--- src/rtl/mii_rx_frame_decoder.sv ---
// MII receive front end: strips preamble/SFD, assembles bytes low nibble first,
// checks CRC-32, length and alignment, and streams frame bytes with a per-frame
// status strobe. Single clock domain (PHY rx clock), one nibble per cycle.
module mii_rx_frame_decoder #(
  parameter bit          STRIP_FCS            = 1'b1,
  parameter int unsigned MIN_FRAME_BYTES      = 64,
  parameter int unsigned MAX_FRAME_BYTES      = 1518,
  parameter int unsigned MIN_PREAMBLE_NIBBLES = 2
) (
  input  logic        i_clock,
  input  logic        i_reset,
  input  logic [3:0]  i_mii_rx_d,
  input  logic        i_mii_rx_dv,
  input  logic        i_mii_rx_er,
  output logic [7:0]  o_data,
  output logic        o_valid,
  output logic        o_sof,
  output logic        o_done,
  output logic        o_good,
  output logic        o_crc_err,
  output logic        o_align_err,
  output logic        o_phy_err,
  output logic        o_short,
  output logic        o_long,
  output logic [15:0] o_frame_len
);

  localparam logic [15:0] LenMax     = 16'(MAX_FRAME_BYTES);
  localparam logic [15:0] LenSat     = 16'(MAX_FRAME_BYTES + 1);
  localparam logic [15:0] LenMin     = 16'(MIN_FRAME_BYTES);
  localparam logic [7:0]  PreMin     = 8'(MIN_PREAMBLE_NIBBLES);
  localparam logic [31:0] CrcInit    = 32'hFFFF_FFFF;
  localparam logic [31:0] CrcPoly    = 32'hEDB8_8320;
  localparam logic [31:0] CrcResidue = 32'hDEBB_20E3;

  typedef enum logic [1:0] {StIdle, StPreamble, StData, StDrop} state_e;

  // Reflected CRC-32, one byte per update, LSB first.
  function automatic logic [31:0] crc_byte(input logic [31:0] crc, input logic [7:0] b);
    logic [31:0] c;
    c = crc ^ {24'h0, b};
    for (int i = 0; i < 8; i++) begin
      c = c[0] ? ((c >> 1) ^ CrcPoly) : (c >> 1);
    end
    return c;
  endfunction

  // Input stage
  logic [3:0] rx_d_q;
  logic       rx_dv_q, rx_er_q;
  // in_valid_q: the input stage holds a real pin sample (not its reset value).
  logic       in_valid_q;

  // Frame state
  state_e      state_q, state_d;
  // armed_q: a genuine dv=0 has been seen since reset, so a dv=1 in IDLE is a
  // real start of frame rather than the tail of a frame cut by reset.
  logic        armed_q, armed_d;
  logic [7:0]  pre_cnt_q, pre_cnt_d;
  logic        phase_q, phase_d;
  logic [3:0]  low_q, low_d;
  logic [31:0] crc_q, crc_d;
  logic [15:0] cnt_q, cnt_d;
  logic        phy_q, phy_d;
  logic [7:0]  dl_q [4];
  logic [7:0]  dl_d [4];

  // Output registers
  logic [7:0]  data_q, data_d;
  logic        valid_q, valid_d;
  logic        sof_q, sof_d;
  logic        done_q, done_d;
  logic        good_q, good_d;
  logic        crc_err_q, crc_err_d;
  logic        align_err_q, align_err_d;
  logic        phy_err_q, phy_err_d;
  logic        short_q, short_d;
  logic        long_q, long_d;
  logic [15:0] frame_len_q, frame_len_d;

  // Helpers derived from current state
  logic [7:0]  rx_byte;
  logic [15:0] cnt_inc;
  logic        end_crc, end_short, end_long;
  logic [15:0] end_len;

  assign rx_byte   = {rx_d_q, low_q};
  assign cnt_inc   = (cnt_q == LenSat) ? cnt_q : cnt_q + 16'd1;
  assign end_crc   = (crc_q != CrcResidue);
  assign end_short = (cnt_q < LenMin);
  assign end_long  = (cnt_q > LenMax);
  // A long frame reports the saturated count; otherwise the emitted byte count.
  assign end_len   = end_long ? cnt_q :
                     (STRIP_FCS ? ((cnt_q >= 16'd4) ? cnt_q - 16'd4 : 16'd0) : cnt_q);

  // Register the PHY pins once; every decision uses these copies.
  always_ff @(posedge i_clock) begin
    if (i_reset) begin
      rx_d_q     <= 4'h0;
      rx_dv_q    <= 1'b0;
      rx_er_q    <= 1'b0;
      in_valid_q <= 1'b0;
    end else begin
      rx_d_q     <= i_mii_rx_d;
      rx_dv_q    <= i_mii_rx_dv;
      rx_er_q    <= i_mii_rx_er;
      in_valid_q <= 1'b1;
    end
  end

  // Next-state logic: framing FSM, byte assembly, CRC, delay line and status.
  always_comb begin
    state_d     = state_q;
    armed_d     = armed_q;
    pre_cnt_d   = pre_cnt_q;
    phase_d     = phase_q;
    low_d       = low_q;
    crc_d       = crc_q;
    cnt_d       = cnt_q;
    phy_d       = phy_q;
    dl_d        = dl_q;
    data_d      = data_q;
    valid_d     = 1'b0;
    sof_d       = 1'b0;
    done_d      = 1'b0;
    good_d      = good_q;
    crc_err_d   = crc_err_q;
    align_err_d = align_err_q;
    phy_err_d   = phy_err_q;
    short_d     = short_q;
    long_d      = long_q;
    frame_len_d = frame_len_q;

    case (state_q)
      StIdle: begin
        if (in_valid_q) begin
          if (!rx_dv_q) begin
            armed_d = 1'b1;
          end else if (armed_q && (rx_d_q == 4'h5)) begin
            state_d   = StPreamble;
            pre_cnt_d = 8'd1;
          end else begin
            state_d = StDrop;
          end
        end
      end

      StPreamble: begin
        if (!rx_dv_q) begin
          state_d = StIdle;
        end else if (rx_d_q == 4'h5) begin
          pre_cnt_d = (pre_cnt_q == 8'hFF) ? pre_cnt_q : pre_cnt_q + 8'd1;
        end else if ((rx_d_q == 4'hD) && (pre_cnt_q >= PreMin)) begin
          state_d = StData;
          phase_d = 1'b0;
          crc_d   = CrcInit;
          cnt_d   = 16'd0;
          phy_d   = rx_er_q;  // the SFD cycle counts toward the PHY error flag
        end else begin
          state_d = StDrop;
        end
      end

      StData: begin
        if (!rx_dv_q) begin
          // Frame end; a dangling low nibble is simply discarded.
          state_d     = StIdle;
          phase_d     = 1'b0;
          done_d      = 1'b1;
          crc_err_d   = end_crc;
          align_err_d = phase_q;
          phy_err_d   = phy_q;
          short_d     = end_short;
          long_d      = end_long;
          good_d      = !(end_crc || phase_q || phy_q || end_short || end_long);
          frame_len_d = end_len;
        end else begin
          if (rx_er_q) phy_d = 1'b1;
          if (!phase_q) begin
            low_d   = rx_d_q;
            phase_d = 1'b1;
          end else begin
            phase_d = 1'b0;
            crc_d   = crc_byte(crc_q, rx_byte);
            cnt_d   = cnt_inc;
            dl_d[3] = dl_q[2];
            dl_d[2] = dl_q[1];
            dl_d[1] = dl_q[0];
            dl_d[0] = rx_byte;
            if (STRIP_FCS) begin
              // Byte k leaves when byte k+4 completes, so the FCS never leaves.
              if ((cnt_q >= 16'd4) && (cnt_inc <= LenMax)) begin
                valid_d = 1'b1;
                data_d  = dl_q[3];
                sof_d   = (cnt_q == 16'd4);
              end
            end else begin
              if (cnt_inc <= LenMax) begin
                valid_d = 1'b1;
                data_d  = rx_byte;
                sof_d   = (cnt_q == 16'd0);
              end
            end
          end
        end
      end

      StDrop: begin
        if (!rx_dv_q) begin
          state_d = StIdle;
          armed_d = 1'b1;
        end
      end

      default: state_d = StIdle;
    endcase
  end

  // State and output registers.
  always_ff @(posedge i_clock) begin
    if (i_reset) begin
      state_q     <= StIdle;
      armed_q     <= 1'b0;
      pre_cnt_q   <= 8'd0;
      phase_q     <= 1'b0;
      low_q       <= 4'h0;
      crc_q       <= CrcInit;
      cnt_q       <= 16'd0;
      phy_q       <= 1'b0;
      dl_q        <= '{default: 8'h00};
      data_q      <= 8'h00;
      valid_q     <= 1'b0;
      sof_q       <= 1'b0;
      done_q      <= 1'b0;
      good_q      <= 1'b0;
      crc_err_q   <= 1'b0;
      align_err_q <= 1'b0;
      phy_err_q   <= 1'b0;
      short_q     <= 1'b0;
      long_q      <= 1'b0;
      frame_len_q <= 16'd0;
    end else begin
      state_q     <= state_d;
      armed_q     <= armed_d;
      pre_cnt_q   <= pre_cnt_d;
      phase_q     <= phase_d;
      low_q       <= low_d;
      crc_q       <= crc_d;
      cnt_q       <= cnt_d;
      phy_q       <= phy_d;
      dl_q        <= dl_d;
      data_q      <= data_d;
      valid_q     <= valid_d;
      sof_q       <= sof_d;
      done_q      <= done_d;
      good_q      <= good_d;
      crc_err_q   <= crc_err_d;
      align_err_q <= align_err_d;
      phy_err_q   <= phy_err_d;
      short_q     <= short_d;
      long_q      <= long_d;
      frame_len_q <= frame_len_d;
    end
  end

  assign o_data      = data_q;
  assign o_valid     = valid_q;
  assign o_sof       = sof_q;
  assign o_done      = done_q;
  assign o_good      = good_q;
  assign o_crc_err   = crc_err_q;
  assign o_align_err = align_err_q;
  assign o_phy_err   = phy_err_q;
  assign o_short     = short_q;
  assign o_long      = long_q;
  assign o_frame_len = frame_len_q;

endmodule

--- config.mk ---
export PLATFORM = sky130hd
export DESIGN_NAME = mii_rx_frame_decoder
export DESIGN_NICKNAME = d
export VERILOG_FILES = /design/src/rtl/mii_rx_frame_decoder.sv
export SDC_FILE = /design/constraint.sdc
export NUM_CORES = 1
export LEC_CHECK = 0
export ABC_AREA = 0
export BUFFER_PORTS_ARGS = -buffer_cell sky130_fd_sc_hd__buf_2
export CAP_MARGIN = 20
export CORE_UTILIZATION = 40
export CTS_CLUSTER_DIAMETER = 30
export DETAILED_ROUTE_END_ITERATION = 12
export PLACE_DENSITY = 0.53
export SETUP_SLACK_MARGIN = 0.2
export SLEW_MARGIN = 20
export SYNTH_ARGS = -nofsm -noshare
export SYNTH_HDL_FRONTEND = slang
export SYNTH_SLANG_ARGS = --single-unit
export TNS_END_PERCENT = 5
--- constraint.sdc ---
create_clock -name i_clock -period 3.08 [get_ports i_clock]
set_input_delay 0.616 -clock i_clock [delete_from_list [all_inputs] [get_ports i_clock]]
set_output_delay 0.616 -clock i_clock [all_outputs]
set_load 0.02 [all_outputs]
==> flow_summary.yaml, run 1 <==
timing:
  maxSlewViolCount: 0
  worst_pin_slew_ps: 907
  fmax_mhz: 380
  fin_crit_sh_pct: 85.4
  hold_viol_final: 0
  slew_headroom_pct: 39.0
  fin_skew_ps: 9.21
  rsz0062_at_grt: "no"
  fin_tns_setup_ps: 0
  hold_ws_ps: 395
  setup_viol: 0
  fin_crit_ps: 2630
routing:
  ant_nets: 0
  vias: 5611
  drc: 0
  wl_per_cell_um: 16.3
  first_pass_iters: 4
  via_per_inst: 5.41
  wirelength_mm: 16.9
  initialDrtViolationCount: 440
grt:
  grt_use_met3_pct: 4.97
  grt_busiest_layer: "met2"
  grt_pass1_vias: 5345
  overflow: 0
  gr-usage-met2_pct: 34.1
  grt_pass1_wl_mm: 27.6
  grt.total_usage_pct: 21.0
  grt_util_met1_pct: 27.0
  grt_max_degree: 48
  antenna_found_initial: 0
setup_path:
  worst-endpoint-required_ps: 3380
  worstSetupPathType: "reg2reg"
  worstPathCellList: "and4_1 > and3_1 > mux2i_1 > or4_1 > o31ai_1 > a21oi_1"
  path_depth: 6
  cp_slowest_stage_delay_ps: 730
  critPathLaunchType: "register"
  cp_max_fo: 15
  critPathArrivalTime_ps: 2930
  cp_top_family: "simple AND/OR/NAND/NOR gates"
  end_kind: "register"
  worstPathBufferInverterCount: 0
  critPathSlowestCell: "or4_1"
  ff2ff_path_depth: 6
power:
  p_per_area_nw_per_um2: 658
  p_leak_nw: 2.76
  peakVddDrop_v: 0.000423
placed_design:
  io_buffers: 40
  gp_congestion: 0.894
  placed_area_sq_um: 6990
  hpwl_mm: 11.7
  place_inst: 1006
die:
  ios: 41
  die-height_um: 131
  start_util_pct: 41.3
  coreArea_sq_um: 16100
  fp-row-count: 46
  dieWidth_um: 131
  fp.dieArea_sq_um: 17100
final_layout:
  syn_to_final_growth_pct: 15.2
  diodes: 0
  drive_gt1_share_pct: 12.9
  final_util_pct: 47.6
  stdcell_count: 1038
  n_fill_cell: 1566
  fin_area_sq_um: 7640
  nets: 828
clock_tree:
  cts-hold-fix-buffers: 0
  cts_tree: "yes"
  htree_num_levels: 4
  clock_latency_ps: 430
  cts-root-buf: "clkbuf_16"
  numCtsBuffers: 17
  clkTransAtPathRegs_ps: 60
  cts_sinks: 137
  cts_buffer_depth: 2
synth:
  synth_top_area_cell: "dfxtp_1"
  synth_fp_nets: 808
  synthCells: 789
  synth_cell_types: 66
  synth_top_area_share_pct: 41.3
  synth.most_common_cell: "dfxtp_1"
  ys_seq_area_share_pct: 41.3
  avgSynthCellArea_sq_um: 8.41
  synth_area_leaders: "dfxtp_1 (41%), xnor2_1 (7.5%), nand2_1 (7.3%)"
  syn_area_sq_um: 6630
  synth_edf_count: 0
  ys_seq_elements: 137
  ys.flop_type: "dfxtp_1"
  ys_async_sr_fraction_pct: 0
  synthTopCellsByCount: "dfxtp_1 (137), nand2_1 (129), a21oi_1 (77)"
  ys.warnings.count: 0
flow_run:
  drv_cap: 0
run_status:
  outcome: "completed"
hold_path:
  holdPathStages: 2
  holdCritPathClass: "in2reg"
==> report_power, final <==
part | switching [mW] | internal [mW] | total [mW]
clock network | 0.774 | 1.41 | 2.19
logic | 0.565 | 0.362 | 0.928
registers | 0.0591 | 1.85 | 1.91
==> final timing paths <==
path	start	endpoint	slack, ps
min	i_mii_rx_dv	rx_dv_q	400
min reg2reg	dl_q[27]	dl_q[19]	450
max reg2reg	cnt_q[6]	o_data[1]	450
max	cnt_q[6]	o_data[1]	450
==> timing repair <==
item / CTS / global route
setup endpoints to repair: 0 / 8
setup buffers: 0 / 0
gates resized for setup: 0 / 2
==> cells by family after synthesis <==
logic type	Yosys count	share of synthesized area (%)
buf+inv	70	4.39
fa+ha+maj	11	2.07
simple gates	299	22.3
mux	7	1.08
compound gates	178	16.6
flops	137	41.3
xor+xnor	87	12.2
==> through the flow <==
stage | setup slack, ps | total power, mW
2_1_floorplan | 829 | 2.63
3_3_place_gp | 568 | 2.86
3_5_place_dp | 461 | 2.87
4_1_cts | 448 | 5.07
5_1_grt | 257 | 5.26
6_report | 449 | 5.02
==> registers in the layout (all words and copies together), names as in the netlist, 2 cells and up <==
register / flops
o_data: 8
cnt_q: 16
dl_q: 32
state_q: 2
pre_cnt_q: 8
crc_q: 32
o_frame_len: 16
rx_d_q: 4
low_q: 4
==> placed cells by master (no fill, tap or decap), types with 10 or more instances in the layout <==
cell type | netlist | layout
dfxtp_1 | 137 | 137
buf_2 | 8 | 40
nor2_1 | 51 | 51
buf_4 | 3 | 16
clkbuf_16 | 0 | 17
inv_1 | 15 | 15
ha_1 | 11 | 10
a21oi_1 | 77 | 77
nand2_1 | 129 | 129
nand4_1 | 25 | 25
a211oi_1 | 10 | 10
xnor2_1 | 57 | 57
xor2_1 | 26 | 26
o21ai_0 | 26 | 25
o22ai_1 | 17 | 17
nand3_1 | 24 | 24
==> per-layer routing <==
| metal | vias to the layer above | wire length [um] |
|---|---|---|
| met5 | - | 0 |
| met4 | 0 | 362 |
| met3 | 34 | 690 |
| met2 | 113 | 8000 |
| met1 | 2645 | 7840 |
| li1 | 2819 | - |
==> final cells by class <==
type                            instances  area (sq um)  area share, %
Multi-Input combinational cell        582          3610           47.3
Sequential cell                       137          2740           35.9
Clock buffer                           20           467           6.11
Inverter                               15          56.3          0.737
Tap cell                              216           270           3.54
Timing Repair Buffer                   56           320           4.19
Clock inverter                         12           170           2.23
No activity file was read; power rests on OpenSTA's default activity.
==> run 2: changes to the inputs <==
- CORE_MARGIN: unset -> 4
==> run 2 against run 1 <==
  * Total power grew 1.1%
  * Worst hold slack better by 12 ps
  * Cell count is 0.19% higher
  * Non-clock buffer count is 3 higher
  * First-iteration DRC count decreased by 8.0%
  * Core utilization rose by 0.21 points
  * Critical path depth grew 1
  * Combinational power is 1% higher
  * Clock skew increased by 4.5 ps
==> flow_summary.yaml, run 2 (synthesis gave the netlist of run 1 again) <==
setup_path:
  rr_endpoint: "o_data[4]"
  end_kind: "register"
  worstPathCellList: "ha_1 > xnor2_1 > a2111oi_0 > nor3_1 > or4_1 > nand4_1 > a21oi_1"
  worst-endpoint-required_ps: 3370
  worstReg2RegStart: "cnt_q[0]"
  worstSetupPathType: "reg2reg"
  critPathLaunchType: "register"
  critPathArrivalTime_ps: 3080
  critPathSlowestCell: "or4_1"
  r2r_setup_slack_ps: 290
  ff2ff_path_depth: 7
  cp_top_family: "simple AND/OR/NAND/NOR gates"
  cp_max_fo: 9
  cp_slowest_stage_delay_ps: 730
  worstPathBufferInverterCount: 0
die:
  dieWidth_um: 137
  die-height_um: 137
  ios: 41
  fp-row-count: 46
  start_util_pct: 41.3
  fp.dieArea_sq_um: 18700
  coreArea_sq_um: 16100
routing:
  wirelength_mm: 17.3
  route.met2.wl_mm: 8.54
  top_layer_used: "met4"
  vias: 5691
  initialDrtViolationCount: 405
  drc: 0
  first_pass_iters: 6
  wl_per_cell_um: 16.6
  ant_nets: 0
  wl_met3_um: 681
  via_per_inst: 5.47
  drt-met1-wl_mm: 7.82
timing:
  hold_viol_final: 0
  setup_viol: 0
  setup_ws_ps: 288
  maxSlewViolCount: 0
  fmax_mhz: 358
  fin_crit_sh_pct: 90.6
  fin_tns_setup_ps: 0
  fin_crit_ps: 2790
  worst_pin_slew_ps: 976
  rsz0062_at_grt: "no"
  slew_headroom_pct: 34.5
  fin_skew_ps: 13.7
clock_tree:
  clkTransAtPathRegs_ps: 60
  cts_buffer_depth: 2
  cts-root-buf: "clkbuf_16"
  numCtsBuffers: 17
  cts_setup_buffers: 0
  clock_latency_ps: 420
  cts_tree: "yes"
  cts_sinks: 137
  htree_num_levels: 4
flow_run:
  drv_cap: 0
placed_design:
  io_buffers: 40
  placed_area_sq_um: 7020
  dp_slack_ps: 410
  hpwl_mm: 11.9
  gp_congestion: 0.838
hold_path:
  hold_path_end: "rx_d_q[1]"
  holdPathStages: 2
  holdCritPathClass: "in2reg"
  min-delay-start: "i_mii_rx_d[1]"
final_layout:
  nets: 831
  mostFrequentLayoutCells: "dfxtp_1 (137), nand2_1 (129), a21oi_1 (77)"
  fin_area_sq_um: 7670
  drive_gt1_share_pct: 13.0
  final_common_cell: "dfxtp_1"
  top_regs: "crc_q x32, dl_q x32"
  diodes: 0
  syn_to_final_growth_pct: 15.7
grt:
  grt.total_usage_pct: 19.3
  grt_pass1_wl_mm: 28.3
  overflow: 0
  grt_pass1_vias: 5465
  grt_max_degree: 53
  antenna_found_initial: 0
power:
  combinationalPowerShare_pct: 18.4
  sw_frac_of_total_pct: 27.4
  peakVddDrop_v: 0.000432
  switching_power_mw: 1.39
  power_mw: 5.08
  p_leak_nw: 2.78
  seqPwrFrac_pct: 37.6
  p_int_mw: 3.69
  p_per_area_nw_per_um2: 662
  p_clk_share_pct: 44.0
run_status:
  outcome: "completed"
[run 2: cell types whose count changed in the layout (fill, tap and decap cells not counted), sizes merged]
cell / before / now
clkinv: 6 / 5
buf: 56 / 59
inv: 16 / 15
clkbuf: 20 / 19
bufinv: 4 / 5
clkinvlp: 1 / 2
[run 2: repair_timing]
action,in CTS,in global routing
endpoints found under the setup margin,0,8
hold buffers,0,0
gates resized for setup,0,1
[run 2: power by group through the flow]
| stage | registers, mW | clock network, mW | logic (mW) |
|---|---|---|---|
| after detailed placement | 1.95 | 0 | 0.938 |
| after global placement | 1.94 | 0 | 0.929 |
| after global routing | 1.92 | 2.37 | 1.04 |
| final | 1.91 | 2.24 | 0.937 |
| after CTS | 1.91 | 2.30 | 0.942 |
| after floorplan | 1.97 | 0 | 0.661 |
[run 2: worst reg2reg max path: cells and delay by family, from the launching register on]
family	cells	cell delay, ps
AND/OR/NAND/NOR	3	1110
AO/OA/AOI/OAI	2	570
flip-flops	1	450
adder cells (fa/ha/maj)	1	370
XOR/XNOR	1	130
[run 2: worst max-delay path by stage]
stage	from	end	cells after the start
CTS	cnt_q[0]	o_data[1]	7
global route	cnt_q[0]	o_sof	7
detailed placement	cnt_q[0]	o_data[4]	7
global placement	cnt_q[2]	o_data[0]	6
finish	cnt_q[0]	o_data[4]	7
floorplan	cnt_q[2]	o_data[3]	10
[run 2: layout make-up]
class                           instances  area [sq um]
Fill cell                            1570          8380
Multi-Input combinational cell        582          3610
Sequential cell                       137          2740
Clock buffer                           19           453
Timing Repair Buffer                   59           343
Tap cell                              216           270
Clock inverter                         12           198
Inverter                               15          56.3
[run 2: routing by layer]
layer,vias up,track usage [%]
met2,139,32.3
met5,-,0
met4,0,5.71
met1,2706,24.6
li1,2827,-
met3,19,4.71
[run 2: metrics by stage]
stage / instances / utilization, % / hold WS [ps]
floorplan: 789 / - / 432
global placement: 1009 / 43.7 / 434
detailed placement: 1009 / 43.7 / 441
CTS: 1040 / 47.7 / 383
global route: 1040 / 47.8 / 395
finish: 1040 / 47.8 / 407
==> run 3: changes to the inputs <==
--- a/config.mk
+++ b/config.mk
@@ -6,5 +6,5 @@
 export NUM_CORES = 1
 export LEC_CHECK = 0
-export ABC_AREA = 0
+export ABC_AREA = 1
 export BUFFER_PORTS_ARGS = -buffer_cell sky130_fd_sc_hd__buf_2
 export CAP_MARGIN = 20
==> constraint.sdc (replaced) <==
create_clock -name i_clock -period 3.08 [get_ports i_clock]
set_input_delay 0.154 -clock i_clock [delete_from_list [all_inputs] [get_ports i_clock]]
set_output_delay 0.154 -clock i_clock [all_outputs]
set_load 0.02 [all_outputs]
==> run 3 against run 2 <==
  * Sequential cell count unchanged
  * Cell area rose by 5.8%
  * Wire length grew 4.2%
  * Fmax increased by 9.8%
==> flow_summary.yaml, run 3 <==
routing:
  drc: 0
  vias: 6378
  first_pass_iters: 5
  via_per_inst: 5.01
  initialDrtViolationCount: 392
  ant_nets: 0
  wl_per_cell_um: 14.1
  wirelength_mm: 18.0
grt:
  gr-usage-met2_pct: 30.6
  grt_pass1_vias: 6098
  overflow: 0
  antenna_found_initial: 0
  grt.total_usage_pct: 18.9
  grt_pass1_wl_mm: 30.8
  grt_use_met3_pct: 4.75
  grt_util_met1_pct: 25.0
  grt_busiest_layer: "met2"
  grt_max_degree: 69
timing:
  worst_pin_slew_ps: 789
  fin_crit_ps: 2540
  setup_viol: 0
  rsz0062_at_grt: "no"
  slew_headroom_pct: 47.4
  hold_ws_ps: 330
  fin_crit_sh_pct: 82.6
  hold_viol_final: 0
  fmax_mhz: 393
  maxSlewViolCount: 0
  fin_tns_setup_ps: 0
  fin_skew_ps: 9.26
synth:
  synth.most_common_cell: "nand2_1"
  synthTopCellsByCount: "nand2_1 (202), dfxtp_1 (137), nor2_1 (124)"
  ys_async_sr_fraction_pct: 0
  synth_cell_types: 41
  syn_area_sq_um: 7100
  synthCells: 1000
  ys.flop_type: "dfxtp_1"
  ys.warnings.count: 0
  synth_top_area_cell: "dfxtp_1"
  synth_top_area_share_pct: 38.6
  ys_seq_area_share_pct: 38.6
  synth_edf_count: 0
  ys_seq_elements: 137
  synth_area_leaders: "dfxtp_1 (39%), nand2_1 (11%), a21oi_1 (6.8%)"
  avgSynthCellArea_sq_um: 7.10
  synth_fp_nets: 1019
setup_path:
  worstPathBufferInverterCount: 0
  critPathArrivalTime_ps: 2900
  r2r_setup_slack_ps: 540
  rr_endpoint: "o_sof"
  cp_slowest_stage_delay_ps: 480
  cp_max_fo: 9
  cp_top_family: "simple AND/OR/NAND/NOR gates"
  worstSetupPathType: "reg2reg"
  worstPathCellList: "ha_1 > nand2_1 > nor3_1 > nand3_1 > xor2_1 > nand2_1 > nor3_4 > nand2_1 > nor3_2"
  end_kind: "register"
  critPathLaunchType: "register"
  ff2ff_path_depth: 9
  worst-endpoint-required_ps: 3440
  worstReg2RegStart: "cnt_q[2]"
  critPathSlowestCell: "dfxtp_1"
  path_common_cell: "nand2_1"
final_layout:
  diodes: 0
  multi_input_area_sq_um: 3800
  stdcell_count: 1274
  mostFrequentLayoutCells: "nand2_1 (202), dfxtp_1 (137), nor2_1 (124)"
  seq_area_sq_um: 2740
  nets: 1055
  syn_to_final_growth_pct: 14.3
  top_regs: "crc_q x32, dl_q x32"
  drive_gt1_share_pct: 11.2
  final_util_pct: 46.8
  final_common_cell: "nand2_1"
  n_fill_cell: 1811
power:
  combinationalPowerShare_pct: 38.8
  sw_frac_of_total_pct: 39.5
  p_int_mw: 4.18
  p_clk_share_pct: 29.0
  power_mw: 6.91
  p_leak_nw: 3.56
  switching_power_mw: 2.72
  p_per_area_nw_per_um2: 850
  peakVddDrop_v: 0.000489
  seqPwrFrac_pct: 32.2
clock_tree:
  cts-root-buf: "clkbuf_16"
  cts_buffer_depth: 2
  clkTransAtPathRegs_ps: 60
  cts_tree: "yes"
  cts_sinks: 137
  clock_latency_ps: 430
  cts-resized-gates: 0
  htree_num_levels: 4
  numCtsBuffers: 17
  cts_setup_buffers: 0
hold_path:
  hold_path_end: "dl_q[19]"
  holdPathStages: 4
  holdCritPathClass: "in2reg"
  min-delay-start: "i_reset"
placed_design:
  place_inst: 1236
  gp_congestion: 0.875
  io_buffers: 40
  hpwl_mm: 12.4
die:
  ios: 41
  fp-row-count: 48
  dieWidth_um: 141
  fp.dieArea_sq_um: 20000
  coreArea_sq_um: 17400
  die-height_um: 141
  start_util_pct: 40.9
run_status:
  outcome: "completed"
flow_run:
  drv_cap: 0
[run 3: changes by cell type in the layout (fill, tap and decap cells not counted), sizes merged, moves of 33 or more]
cell | previous run | this run
xnor2 | 59 | 16
nand2 | 129 | 211
nand3 | 24 | 57
o21ai | 27 | 82
inv | 15 | 94
nor2 | 52 | 130
[run 3: area by class of cell]
| class | instances | area share (%) |
|---|---|---|
| clock buffer | 20 | 5.50 |
| clock inverter | 12 | 1.56 |
| inverter | 96 | 4.44 |
| multi-input combinational | 725 | 46.9 |
| sequential | 137 | 33.8 |
| tap | 225 | 3.47 |
| timing repair buffer | 59 | 4.41 |
[run 3: logic make-up after synthesis]
| kind of cell | after synthesis | synth area share, % |
|---|---|---|
| AO/OA/AOI/OAI | 198 | 14.7 |
| adder cells (fa/ha/maj) | 11 | 1.94 |
| buffers and inverters | 138 | 7.82 |
| flip-flops | 137 | 38.6 |
| XOR/XNOR | 72 | 9.57 |
| AND/OR/NAND/NOR | 444 | 27.4 |
[run 3: what timing repair did]
action | 4_1_cts | 5_1_grt
endpoints found under the hold margin | 6 | 0
endpoints found under the setup margin | 0 | 0
hold buffers | 6 | 0
[run 3: worst register-to-register path, stage by stage, from the launching register on]
cell,delay [ps]
dfxtp_1,480
ha_1,220
nand2_1,190
nor3_1,350
nand3_1,140
xor2_1,310
nand2_1,150
nor3_4,390
nand2_1,140
nor3_2,110
[run 3: power by group through the flow]
stage	Combinational [mW]	Sequential, mW	Clock, mW
2_1_floorplan	2.09	2.23	0
3_3_place_gp	2.68	2.25	0
3_5_place_dp	2.67	2.25	0
4_1_cts	2.69	2.22	2.06
5_1_grt	3.05	2.25	2.13
6_report	2.68	2.22	2.00
[run 3: routing by layer]
metal	routed length, um	share of wire, %
met4	310	1.7
met2	8180	45
met3	796	4.4
met5	0	0
met1	8720	48
[run 3: worst max path at each step]
stage	slack, ps	to	startpoint	cells after the start
3_5_place_dp	550	o_sof	cnt_q[2]	9
6_report	540	o_sof	cnt_q[2]	9
3_3_place_gp	610	o_sof	cnt_q[2]	9
4_1_cts	520	o_sof	cnt_q[2]	9
5_1_grt	210	o_data[1]	cnt_q[2]	10
2_1_floorplan	1010	o_data[3]	cnt_q[2]	10
[run 3: metrics by stage]
stage          worst slack, ps  instance area, sq um
2_1_floorplan             1010                  7100
3_3_place_gp               606                  7490
3_5_place_dp               551                  7490
4_1_cts                    517                  8120
5_1_grt                    211                  8120
6_report                   537                  8120
